**config.mk**
```make
export PLATFORM = sky130hd
export DESIGN_NAME = norm_arbiter
export DESIGN_NICKNAME = d
export VERILOG_FILES = /design/src/rtl/norm_arbiter.sv
export SDC_FILE = /design/constraint.sdc
export NUM_CORES = 1
export LEC_CHECK = 0
export ABC_AREA = 1
export BUFFER_PORTS_ARGS = -buffer_cell sky130_fd_sc_hd__buf_4
export CORE_AREA = 2 2 153 155
export DETAILED_ROUTE_END_ITERATION = 6
export DIE_AREA = 0 0 155 157
export GPL_TIMING_DRIVEN = 1
export SLEW_MARGIN = 10
export SYNTH_ARGS = -nofsm -noshare
export SYNTH_HDL_FRONTEND = slang
export SYNTH_SLANG_ARGS = --single-unit
```
**constraint.sdc**
```tcl
create_clock -name clk -period 1.3 [get_ports clk]
set_input_delay 0.26 -clock clk [delete_from_list [all_inputs] [get_ports clk]]
set_output_delay 0.26 -clock clk [all_outputs]
set_load 0.1 [all_outputs]
```
**src/rtl/norm_arbiter.sv**
```systemverilog
// norm_arbiter: round-robin arbiter that shares one pipelined normalizer
// between requester A (adder) and requester B (multiplier). Each requester
// may have one operation outstanding; its result is buffered in a per-requester
// register and held until the requester accepts it.
module norm_arbiter #(
    parameter int NORM_LAT = 1
) (
    input  logic        clk,
    input  logic        rst,

    // Requester A (adder)
    input  logic        a_req_valid,
    output logic        a_req_ready,
    input  logic [52:0] a_mantissa,
    input  logic [10:0] a_exp,
    output logic        a_resp_valid,
    input  logic        a_resp_ready,
    output logic [52:0] a_res_mantissa,
    output logic [10:0] a_res_exp,

    // Requester B (multiplier)
    input  logic        b_req_valid,
    output logic        b_req_ready,
    input  logic [52:0] b_mantissa,
    input  logic [10:0] b_exp,
    output logic        b_resp_valid,
    input  logic        b_resp_ready,
    output logic [52:0] b_res_mantissa,
    output logic [10:0] b_res_exp,

    // Shared normalizer
    output logic        norm_enable,
    output logic [52:0] norm_mantissa,
    output logic [10:0] norm_exp,
    input  logic [52:0] norm_res_mantissa,
    input  logic [10:0] norm_res_exp
);

    // Identity of a requester; used both for the round-robin pointer and
    // for the tag that travels down the pipeline with each issue.
    typedef enum logic {
        OWNER_A = 1'b0,
        OWNER_B = 1'b1
    } owner_t;

    owner_t                last_grant;
    logic                  busy_a;
    logic                  busy_b;
    logic                  elig_a;
    logic                  elig_b;
    logic                  grant_a;
    logic                  grant_b;
    logic                  issue;
    owner_t                issue_tag;
    logic [NORM_LAT-1:0]   pipe_valid;
    owner_t                pipe_tag [NORM_LAT];
    logic                  capture_a;
    logic                  capture_b;
    logic                  resp_done_a;
    logic                  resp_done_b;

    // A requester may compete only when it has a request and nothing
    // outstanding; reset blocks all grants so req_ready stays low.
    always_comb begin
        elig_a = a_req_valid & ~busy_a & ~rst;
        elig_b = b_req_valid & ~busy_b & ~rst;
    end

    // Round-robin grant: on a tie the requester that did not win the last
    // issue gets the normalizer.
    always_comb begin
        grant_a = 1'b0;
        grant_b = 1'b0;
        if (elig_a && elig_b) begin
            if (last_grant == OWNER_B) begin
                grant_a = 1'b1;
            end else begin
                grant_b = 1'b1;
            end
        end else begin
            grant_a = elig_a;
            grant_b = elig_b;
        end
    end

    // Issue strobe and operand mux; operands are forced to zero when idle so
    // the normalizer never sees stale data.
    always_comb begin
        issue         = grant_a | grant_b;
        issue_tag     = grant_b ? OWNER_B : OWNER_A;
        a_req_ready   = grant_a;
        b_req_ready   = grant_b;
        norm_enable   = issue;
        norm_mantissa = '0;
        norm_exp      = '0;
        if (grant_a) begin
            norm_mantissa = a_mantissa;
            norm_exp      = a_exp;
        end else if (grant_b) begin
            norm_mantissa = b_mantissa;
            norm_exp      = b_exp;
        end
    end

    // Round-robin pointer; only moves when an operation is actually issued,
    // and starts at B so that A wins the first tie after reset.
    always_ff @(posedge clk) begin
        if (rst) begin
            last_grant <= OWNER_B;
        end else if (issue) begin
            last_grant <= issue_tag;
        end
    end

    // Shadow pipeline that tracks which requester owns each normalizer stage;
    // its last stage lines up with the normalizer's output.
    always_ff @(posedge clk) begin
        if (rst) begin
            pipe_valid <= '0;
            for (int i = 0; i < NORM_LAT; i++) begin
                pipe_tag[i] <= OWNER_A;
            end
        end else begin
            pipe_valid[0] <= issue;
            pipe_tag[0]   <= issue_tag;
            for (int i = 1; i < NORM_LAT; i++) begin
                pipe_valid[i] <= pipe_valid[i-1];
                pipe_tag[i]   <= pipe_tag[i-1];
            end
        end
    end

    // Route the normalizer output to its owner, and detect the response
    // handshakes that free each requester.
    always_comb begin
        capture_a   = pipe_valid[NORM_LAT-1] & (pipe_tag[NORM_LAT-1] == OWNER_A);
        capture_b   = pipe_valid[NORM_LAT-1] & (pipe_tag[NORM_LAT-1] == OWNER_B);
        resp_done_a = a_resp_valid & a_resp_ready;
        resp_done_b = b_resp_valid & b_resp_ready;
    end

    // Busy flag for A: held from its request handshake until its result has
    // been accepted, which keeps at most one A operation outstanding.
    always_ff @(posedge clk) begin
        if (rst) begin
            busy_a <= 1'b0;
        end else if (grant_a) begin
            busy_a <= 1'b1;
        end else if (resp_done_a) begin
            busy_a <= 1'b0;
        end
    end

    // Busy flag for B, same policy as A.
    always_ff @(posedge clk) begin
        if (rst) begin
            busy_b <= 1'b0;
        end else if (grant_b) begin
            busy_b <= 1'b1;
        end else if (resp_done_b) begin
            busy_b <= 1'b0;
        end
    end

    // A's result buffer: captured straight from the normalizer, held stable
    // while A is stalled, valid dropped once A accepts it.
    always_ff @(posedge clk) begin
        if (rst) begin
            a_resp_valid   <= 1'b0;
            a_res_mantissa <= '0;
            a_res_exp      <= '0;
        end else if (capture_a) begin
            a_resp_valid   <= 1'b1;
            a_res_mantissa <= norm_res_mantissa;
            a_res_exp      <= norm_res_exp;
        end else if (resp_done_a) begin
            a_resp_valid   <= 1'b0;
        end
    end

    // B's result buffer, same behaviour as A's.
    always_ff @(posedge clk) begin
        if (rst) begin
            b_resp_valid   <= 1'b0;
            b_res_mantissa <= '0;
            b_res_exp      <= '0;
        end else if (capture_b) begin
            b_resp_valid   <= 1'b1;
            b_res_mantissa <= norm_res_mantissa;
            b_res_exp      <= norm_res_exp;
        end else if (resp_done_b) begin
            b_resp_valid   <= 1'b0;
        end
    end

endmodule

```
Yosys cells after proc, flatten, opt, wreduce, memory -nomap -nowiden
Memory sizes are Yosys's and may differ from the RTL's.
Cells that the tools add are included.
Operators by class
  reduce and logical (&&, ||, !) cells: 6
  bitwise gates (word level): 13
  multiplexer cells: 20
Operators by type and width (number)
  53-bit two-way mux: 2
  11-bit two-way mux: 2
  1-bit two-way mux: 16
  1-bit bitwise AND: 8
  2-bit nonzero test: 4
  1-bit inverter: 4
  1-bit logical AND: 1
  1-bit OR: 1
  1-bit OR reduction: 1
Word-level totals
  output and inout port bits: 197
  input bits: 198
  RAM bits: 1
  word-level logic and storage cells: 50
  memories: 1
  register bits: 134
Memory list
  pipe_tag: depth 1, bits a word 1, read ports 1, clocked after memory_dff 0, write ports 1, RTL line 56  | owner_t pipe_tag [NORM_LAT];

Longest topological paths before layout
Gate-level depths: netlist of the first run.
  depth after elaboration: 7
  mapped depth: 7

Worst setup path after synthesis of the first run
Ideal clock, no wire load.
  path kind: flip-flop to output port
  start: register busy_a
  end: output port norm_mantissa[37]
  cell stages (with the launch flop): 6
  data arrival time: 2.829 ns
  data required time: 1.040 ns
  slack: -1.789 ns
  buffers on the path: 1
  cell sequence: dfxtp_1 nor2_1 nand3_1 nand2_2 buf_2 o21ai_0
Between the ends
  cells in the longest elaborated chain, start to end: 7
RTL lines
  start, declared: RTL line 47  | logic busy_a;
  start signal, assigned: RTL line 146  | busy_a <= 1'b0;
  start signal, assigned: RTL line 148  | busy_a <= 1'b1;
  start signal, assigned: RTL line 150  | busy_a <= 1'b0;
  1-bit inverter *: RTL line 65  | elig_a = a_req_valid & ~busy_a & ~rst;
  1-bit bitwise AND * (2 in a row): RTL line 65
  1-bit logical AND: RTL line 74  | if (elig_a && elig_b) begin
  1-bit two-way mux: RTL line 74
  53-bit two-way mux: RTL line 99  | end else if (grant_b) begin
  53-bit two-way mux *: RTL line 96  | if (grant_a) begin
  end, declared: RTL line 33  | output logic [52:0] norm_mantissa,
Mark *: on every way between the ends. The rest lies on a longest branch, timed or not.

Worst setup path in the final report of the first run
  start: register busy_b
  end: output port norm_exp[1]
Between the ends
  cells in the longest elaborated chain, start to end: 7
RTL lines
  start, declared: RTL line 48  | logic busy_b;
  start signal, assigned: RTL line 157  | busy_b <= 1'b0;
  start signal, assigned: RTL line 159  | busy_b <= 1'b1;
  start signal, assigned: RTL line 161  | busy_b <= 1'b0;
  1-bit inverter *: RTL line 66  | elig_b = b_req_valid & ~busy_b & ~rst;
  1-bit bitwise AND * (2 in a row): RTL line 66
  1-bit logical AND: RTL line 74
  1-bit two-way mux: RTL line 74
  11-bit two-way mux: RTL line 99
  11-bit two-way mux *: RTL line 96
  end, declared: RTL line 34  | output logic [10:0] norm_exp,
Marked as above.

==> results of run 1 <==
[worst min path at each step]
stage                          start            endpoint  depth (start not counted)  slack (ns)
4_1_cts         norm_res_mantissa[2]   a_res_mantissa[2]                          3        0.05
3_3_place_gp      b_res_mantissa[30]  b_res_mantissa[30]                          2        0.46
5_1_grt        norm_res_mantissa[49]  a_res_mantissa[49]                          3        0.07
3_5_place_dp      b_res_mantissa[30]  b_res_mantissa[30]                          2        0.47
6_report        norm_res_mantissa[2]   a_res_mantissa[2]                          3        0.07
2_1_floorplan                    rst              busy_a                          1        0.32
[layout make-up]
class / instances / share of cell area
Multi-Input combinational cell: 538 / 0.2715
Tap cell: 285 / 0.02809
Clock buffer: 19 / 0.03489
Sequential cell: 135 / 0.2151
Clock inverter: 13 / 0.01340
Timing Repair Buffer: 432 / 0.4139
Inverter: 74 / 0.02306
[through the flow]
stage	worst slack (ns)	hold WS, ns	cells
CTS	-0.6750	0.04767	1493
global route	-0.6970	0.06617	1496
global placement	-0.4866	0.4637	1454
finish	-0.6283	0.06676	1496
detailed placement	-0.5112	0.4724	1454
floorplan	-0.3759	0.3217	809
[power breakdown]
part	internal [mW]	switching, mW
Sequential	4.47	0.261
Clock	3.09	1.92
Combinational	2.36	4.93
[cell families (layout without fill, tap and decap cells)]
| kind of cell | after synthesis | count (layout) | synth area share |
|---|---|---|---|
| and+or+nand+nor | 341 | 341 | 0.2417 |
| buffers and inverters | 136 | 538 | 0.1083 |
| AOI/OAI and AO/OA | 197 | 197 | 0.1738 |
| DFF | 135 | 135 | 0.4763 |
[what timing repair did]
item | 4_1_cts | 5_1_grt
pin swaps | 1 | 3
gates resized for setup | 319 | 177
gates cloned | 2 | 3
setup buffers | 5 | 1
endpoints found under the setup margin | 197 | 166
[registers in the layout, summed over array words and instances (netlist names)]
signal          flops
a_resp_valid        1
pipe_tag            1
b_res_mantissa     53
a_res_mantissa     53
b_resp_valid        1
pipe_valid          1
last_grant          1
busy_b              1
busy_a              1
a_res_exp          11
b_res_exp          11
[synthesized netlist by cell type (all sizes together)]
cell type  number
nor2          261
o21ai         193
nand3          67
clkbuf         35
dfxtp         135
nand2          13
buf            27
a21oi           4
inv            74
[metal layers]
| metal | global-route usage | vias up | share of wire |
|---|---|---|---|
| met5 | 0 | - | 0 |
| met4 | 0.1058 | 0 | 0.051 |
| met3 | 0.07076 | 55 | 0.074 |
| met2 | 0.3742 | 296 | 0.52 |
| met1 | 0.2158 | 3203 | 0.35 |
| li1 | - | 3373 | - |
[critical path, cell delays in order, from the launching register on]
cell     delay, ns
dfxtp_4       0.37
nor2_4        0.14
nand2_8       0.15
buf_6         0.19
o21ai_4       0.19
buf_12        0.20
==> out/summary.txt, run 1 <==
# clock sinks - 135
Multi-input gate area - 3447 sq um
Commonest non-fill, non-tap cells in the layout - nor2_1 (256), buf_4 (207), o21ai_0 (128), dfxtp_1 (116), buf_12 (106)
Finished Cell Area - 12700 sq um
Nets - 1396
Ant diodes - 0
FF-to-FF setup slack - 0.06 ns
Placer Congestion - 0.7845
Netlist cell types - 15
Total placed instance area - 9897 sq um
DR iter-0 viols - 359
WP data arrival - 1.67 ns
DR pass1 iterations - 4
Setup crit end kind - primary output
Hpwl dp - 19180 um
Worst r2r dst - a_res_mantissa[28]
Skew-Pair Late Insertion Delay - 0.42 ns
Initial Util - 0.2522
Overall Power - 17.03 mW
Routed len/inst - 18.11 um
Avg Inst Size Synth - 7.014 sq um
R2R Path Start - pipe_valid
Mapped cell area - 5674 sq um
Fin Setup TNS - -40.37 ns
Detail Route Antenna Nets - 0
Final setup violation count - 67
CP Launch Type - flip-flop
Syn Nets - 1007
CTS tree - done
Sequential-to-total area share from yosys stat - 0.4763
Commonest non-fill, non-tap cell in the layout - nor2_1
Vias in the first global route - 6940
Clk slew on worst S/H paths - 0.06 ns
Fillcell total - 1955
Max cap viols - 0
Initial antenna violation count - 0
Violated checks - negative setup slack
Storage cell area - 2731 sq um
Synth top area share - 0.4763
Worst Setup Path Type - flip-flop to primary output
Post-CTS Hold Buffers - 0
R2R depth - 6
Max Clk Rate - 518.6 MHz
Residual DRC - 0
Seq cells post-synth - 135
CTS buffer count - 17
I/O pin total - 395
Global-route usage over all layers - 0.2080
IO buf count - 394
Hold Crit Class - input port to flip-flop
DR vias - 6927
CTS root buf - clkbuf_16
Post-Syn Instances - 809
RSZ-0062 raised after global routing - yes
Max Clock Skew - 0.008416 ns
Worst setup margin - -0.6283 ns
Core Area - 22500 sq um
Die width - 155 um
Area Overhead vs Synth - 123.7%
Worst slew pin tran - 0.6203 ns
Req. time, crit path - 1.04 ns
Pleak - 5.582 nW
Crit share post-route - 1.483
Crit path to - norm_exp[1]
Syn. warnings - 0
WL final - 27090 um
Largest cells by area after synthesis - dfxtp_1 (48%), nor2_1 (17%), o21ai_0 (16%)
Die height - 157 um
Htree depth - 4
Fin. max-slew vios - 0
Overflow after GRT - 0
Crit path launch - busy_b
Status - finished with violations
Fin crit period - 1.928 ns
Largest net degree at the start of global routing - 72
Yosys top cell by area - dfxtp_1
Die Area - 24340 sq um
Row cnt - 55
Clock Tree Buf Depth - 2
Share of cells above drive strength 1 - 0.5004
Rel. slew slack - 0.5864
First-pass GRT wire length - 38700 um
CP max FO - 9
Hold Violations, Final - 0
Final core occ - 0.5642
Via density - 4.630
VDD IR max - 0.7924 mV
Power Density - 1341 nW/um^2
(Power assumes the default switching activity.)
==> run 2: changes to the inputs <==
--- a/config.mk
+++ b/config.mk
@@ -8,9 +8,9 @@
 export ABC_AREA = 1
 export BUFFER_PORTS_ARGS = -buffer_cell sky130_fd_sc_hd__buf_4
 export CORE_AREA = 2 2 153 155
+export CTS_BUF_LIST = sky130_fd_sc_hd__clkbuf_16
 export DETAILED_ROUTE_END_ITERATION = 6
 export DIE_AREA = 0 0 155 157
-export GPL_TIMING_DRIVEN = 1
 export SLEW_MARGIN = 10
 export SYNTH_ARGS = -nofsm -noshare
 export SYNTH_HDL_FRONTEND = slang
==> out/summary.txt, run 2 (synthesized netlist as in run 1, its figures left out) <==
R2R depth - 6 (unchanged)
Vias in the first global route - 6936 (-0.058%)
Ant diodes - 0 (unchanged)
CTS buffer count - 17 (unchanged)
CTS tree - done
Violated checks - negative setup slack
Die width - 155 um (unchanged)
Final setup violation count - 67 (unchanged)
Via density - 4.621 (-0.20%)
Slowest-stage cell, CP - dfxtp_4
Max Clk Rate - 518.0 MHz (-0.11%)
WL final - 27080 um (about the same)
I/O pin total - 395 (unchanged)
Max Clock Skew - 0.006620 ns (-0.001796 ns)
Routed len/inst - 18.10 um (about the same)
Worst setup margin - -0.6305 ns (-0.002131 ns)
Htree depth - 4 (unchanged)
Global-route usage over all layers - 0.2079 (about the same)
Skew-Pair Late Insertion Delay - 0.42 ns (about the same)
Worst r2r dst - busy_a
DR vias - 6913 (-0.20%)
WHS Endpoint - a_res_mantissa[2]
Crit share post-route - 1.485 (+0.001639)
Post-CTS Hold Buffers - 0 (unchanged)
Clk slew on worst S/H paths - 0.06 ns (about the same)
Setup crit end kind - primary output
Fin crit period - 1.930 ns (+0.002131 ns)
FF-to-FF setup slack - 0.05 ns (about the same)
Hold WS - 0.06417 ns (-0.002593 ns)
Critical path's largest stage delay - 0.37 ns (about the same)
CP most frequent cell - buf_12
Final Non-Filler Cells - 1496 (unchanged)
Worst slew pin tran - 0.6443 ns (+0.02398 ns)
Core Area - 22500 sq um (unchanged)
Rel. slew slack - 0.5705 (-0.01598)
Row cnt - 55 (unchanged)
Inst Count DP - 1454 (unchanged)
DR iter-0 viols - 361 (+0.56%)
CP max FO - 9 (unchanged)
Power Density - 1338 nW/um^2 (-0.25%)
Initial Util - 0.2522 (unchanged)
Status - finished with violations
Die Area - 24340 sq um (unchanged)
Fin. max-slew vios - 0 (unchanged)
Hold depth - 3 (unchanged)
Worst Setup Path Type - flip-flop to primary output
Overflow after GRT - 0 (unchanged)
First-pass GRT wire length - 38680 um (about the same)
Detail Route Antenna Nets - 0 (unchanged)
Biggest regs - a_res_mantissa (53), b_res_mantissa (53)
Placer Congestion - 0.7845 (unchanged)
R2R Path Start - busy_a
DR pass1 iterations - 4 (unchanged)
Finished Cell Area - 12660 sq um (-0.28%)
Hold Crit Class - input port to flip-flop
Nets - 1396 (unchanged)
Req. time, crit path - 1.04 ns (about the same)
Residual DRC - 0 (unchanged)
Area Overhead vs Synth - 123.1%
IO buf count - 394 (unchanged)
Largest net degree at the start of global routing - 72 (unchanged)
HP Start - norm_res_mantissa[2]
Initial antenna violation count - 0 (unchanged)
# clock sinks - 135 (unchanged)
Max cap viols - 0 (unchanged)
Die height - 157 um (unchanged)
CP Launch Type - flip-flop
VDD IR max - 0.7923 mV (about the same)
Fin Setup TNS - -40.41 ns (-0.04210 ns)
Total placed instance area - 9897 sq um (unchanged)
Share of cells above drive strength 1 - 0.4979 (-0.002477)
Commonest non-fill, non-tap cell in the layout - nor2_1
Final core occ - 0.5626 (-0.001556)
Hold Violations, Final - 0 (unchanged)
CTS root buf - clkbuf_16
RSZ-0062 raised after global routing - yes
Clock Tree Buf Depth - 2 (unchanged)
Commonest non-fill, non-tap cells in the layout - nor2_1 (256), buf_4 (207), o21ai_0 (128), dfxtp_1 (119), buf_12 (106)
Pleak - 5.574 nW (-0.15%)
Worst path cell trace - nor2_4 > nand2_8 > buf_12 > o21ai_4 > buf_12
Hpwl dp - 19180 um (unchanged)
WP data arrival - 1.67 ns (about the same)
==> run 2: layer usage <==
layer  vias to the layer above  track usage  share of wire  wire (um)
met4                         0      0.09832          0.045       1231
met5                         -            0              0          0
met2                       295       0.3778           0.53      14350
li1                       3372            -              -          -
met3                        54      0.07021          0.075       2037
met1                      3192       0.2158           0.35       9458
==> run 2: worst max-delay path by stage <==
stage / startpoint / to / slack, ns / cells after the start
2_1_floorplan: busy_a / norm_mantissa[47] / -0.38 / 6
3_3_place_gp: rst / norm_exp[1] / -0.49 / 8
3_5_place_dp: rst / norm_mantissa[3] / -0.51 / 8
4_1_cts: busy_a / norm_mantissa[3] / -0.67 / 5
5_1_grt: busy_a / norm_mantissa[50] / -0.69 / 6
6_report: busy_b / norm_mantissa[50] / -0.63 / 5
==> run 2: report_power, final <==
part	leakage, nW	switching, mW	internal [mW]	total, mW
registers	1.11	0.258	4.47	4.73
logic	4.17	4.92	2.35	7.27
clock network	0.294	1.91	3.02	4.94
total	5.57	7.09	9.85	16.9
==> run 2: metrics by stage <==
stage | total power, mW | worst slack, ns
after floorplan | 9.247 | -0.3759
after global placement | 10.95 | -0.4866
after detailed placement | 10.98 | -0.5112
after CTS | 16.64 | -0.6742
after global routing | 17.49 | -0.6910
final | 16.94 | -0.6305
==> run 2: cell type report <==
cell class                 instances  area, sq um
sequential                       135         2728
timing repair buffer             432         5236
multi-input combinational        538         3445
fill                            1964         9842
clock buffer                      17        425.4
tap                              285        356.6
inverter                          74        292.8
clock inverter                    15        177.7
==> run 2: critical path: cells and delay by family, from the launching register on <==
family / cells / cell delay (ns)
AO/OA/AOI/OAI: 1 / 0.18
AND/OR/NAND/NOR: 2 / 0.29
flip-flops: 1 / 0.37
buffers and inverters: 2 / 0.40
==> run 2: what timing repair did <==
action / 4_1_cts / 5_1_grt
pin swaps: 1 / 3
setup endpoints to repair: 197 / 161
buffers inserted: 5 / 1
cloned: 2 / 3
gates resized for setup: 318 / 169
==> run 3: changes to the inputs <==
--- a/config.mk
+++ b/config.mk
@@ -11,6 +11,7 @@
 export CTS_BUF_LIST = sky130_fd_sc_hd__clkbuf_16
 export DETAILED_ROUTE_END_ITERATION = 6
 export DIE_AREA = 0 0 155 157
+export MAX_ROUTING_LAYER = met4
 export SLEW_MARGIN = 10
 export SYNTH_ARGS = -nofsm -noshare
 export SYNTH_HDL_FRONTEND = slang
==> constraint.sdc (replaced) <==
create_clock -name clk -period 1.3 [get_ports clk]
set_input_delay 0.26 -clock clk [delete_from_list [all_inputs] [get_ports clk]]
set_output_delay 0.26 -clock clk [all_outputs]
set_load 0.01 [all_outputs]
==> out/summary.txt, run 3 (synthesized netlist as in run 1, its figures left out) <==
Status - finished with violations
Violated checks - negative setup slack
Placer Congestion - 0.9366 (+19%)
Worst slack, placed - -0.4585 ns (+0.05264 ns)
Clock Tree Buf Depth - 2 (unchanged)
Hold WS - 0.07257 ns (+0.008398 ns)
Commonest non-fill, non-tap cell in the layout - buf_4
Hold Violations, Final - 0 (unchanged)
Vias in the first global route - 6586 (-5.0%)
WP data arrival - 1.71 ns (+0.04 ns)
Worst slew pin tran - 0.4223 ns (-0.2220 ns)
Worst setup margin - -0.6725 ns (-0.04200 ns)
CP max FO - 9 (unchanged)
Fin crit period - 1.972 ns (+0.04200 ns)
DR iter-0 viols - 395 (+9.4%)
Largest net degree at the start of global routing - 65 (-9.7%)
Nets - 1416 (+1.4%)
Hpwl dp - 18820 um (-1.9%)
Hold Crit Class - input port to flip-flop
CTS buffer count - 17 (unchanged)
CTS root buf - clkbuf_16
Clk slew on worst S/H paths - 0.06 ns (about the same)
Die Area - 24340 sq um (unchanged)
RSZ-0062 raised after global routing - yes
Residual DRC - 0 (unchanged)
Htree depth - 4 (unchanged)
I/O pin total - 395 (unchanged)
Pleak - 5.094 nW (-8.6%)
Rel. slew slack - 0.7185 (+0.1480)
DR vias - 6912 (-0.014%)
Overflow after GRT - 0 (unchanged)
Die width - 155 um (unchanged)
Setup crit end kind - primary output
Share of cells above drive strength 1 - 0.4379 (-0.06008)
Detail Route Antenna Nets - 0 (unchanged)
CTS tree - done
Max cap viols - 0 (unchanged)
Final setup violation count - 69 (+3.0%)
Row cnt - 55 (unchanged)
R2R depth - 7 (+1)
Initial antenna violation count - 0 (unchanged)
Fin. max-slew vios - 0 (unchanged)
First-pass GRT wire length - 37080 um (-4.1%)
Die height - 157 um (unchanged)
Max Clk Rate - 507.0 MHz (-2.1%)
Overall Power - 12.05 mW (-29%)
# clock sinks - 135 (unchanged)
Crit share post-route - 1.517 (+0.03231)
Global-route usage over all layers - 0.2059 (-0.002009)
Power Density - 1162 nW/um^2 (-13%)
Commonest non-fill, non-tap cells in the layout - buf_4 (408), nor2_1 (257), dfxtp_1 (132), o21ai_0 (130), inv_1 (72)
Hold depth - 3 (unchanged)
Core Area - 22500 sq um (unchanged)
Skew-Pair Late Insertion Delay - 0.41 ns (about the same)
Routed len/inst - 17.10 um (-5.5%)
Initial Util - 0.2522 (unchanged)
Max Clock Skew - 0.006619 ns (-0.0000009100 ns)
Finished Cell Area - 10360 sq um (-18%)
Ant diodes - 0 (unchanged)
Area Overhead vs Synth - 82.67%
Total placed instance area - 9082 sq um (-8.2%)
DR pass1 iterations - 4 (unchanged)
Req. time, crit path - 1.04 ns (about the same)
CP Launch Type - flip-flop
WL final - 25920 um (-4.3%)
Biggest regs - a_res_mantissa (53), b_res_mantissa (53)
Via density - 4.559 (-1.3%)
VDD IR max - 0.7356 mV (-7.2%)
FF-to-FF setup slack - -0.07 ns (-0.12 ns)
IO buf count - 394 (unchanged)
Worst Setup Path Type - flip-flop to primary output
[run 3: changes by cell type in the layout (fill, tap and decap cells not counted), sizes merged]
cell / delta
bufinv: -3
clkinv: -5
clkinvlp: +2
clkbuf: +2
inv: +6
buf: +18
[run 3: worst max-delay path, stage by stage (launching register included)]
cell	delay, ns
dfxtp_2	0.34
buf_6	0.12
nor2_4	0.12
buf_12	0.17
buf_4	0.14
nand3_2	0.15
o21ai_2	0.11
buf_4	0.13
[run 3: cell type report]
cell class	count	area (sq um)
tap	285	356.6
inverter	74	277.8
timing repair buffer	452	3821
clock inverter	15	120.1
multi-input combinational	538	2655
fill	2291	12140
clock buffer	17	425.4
sequential	135	2709
[run 3: through the flow]
step                  util  TNS, ns  cells
floorplan                -        0    809
global placement    0.4036   -32.81   1464
detailed placement  0.4036   -36.11   1464
CTS                 0.4519   -40.45   1510
global route        0.4606   -45.07   1516
finish              0.4606   -40.55   1516
[run 3: timing repair]
action	in CTS	in global routing
buffers inserted	9	1
resized for setup	122	24
hold buffers	0	0
gates cloned	5	5
setup endpoints to repair	69	69
pin swaps	6	0
[run 3: final timing paths]
check	startpoint	endpoint
worst min register to register	b_res_mantissa[50]	b_res_mantissa[50]
worst max register to register	busy_a	busy_a
worst max-delay path	busy_a	norm_exp[5]
worst min-delay path	norm_res_mantissa[39]	a_res_mantissa[39]
[run 3: metal layers]
layer | routed length, um | part of all wire | global-route usage
met2 | 12900 | 0.50 | 0.3566
met4 | 1437 | 0.055 | 0.1182
met3 | 1700 | 0.066 | 0.04763
met1 | 9884 | 0.38 | 0.2164
met5 | 0 | 0 | -
[run 3: report_power, final]
group,switching (mW),internal (mW)
logic,1.46,1.50
clock network,1.98,2.48
registers,0.167,4.46
total,3.60,8.45
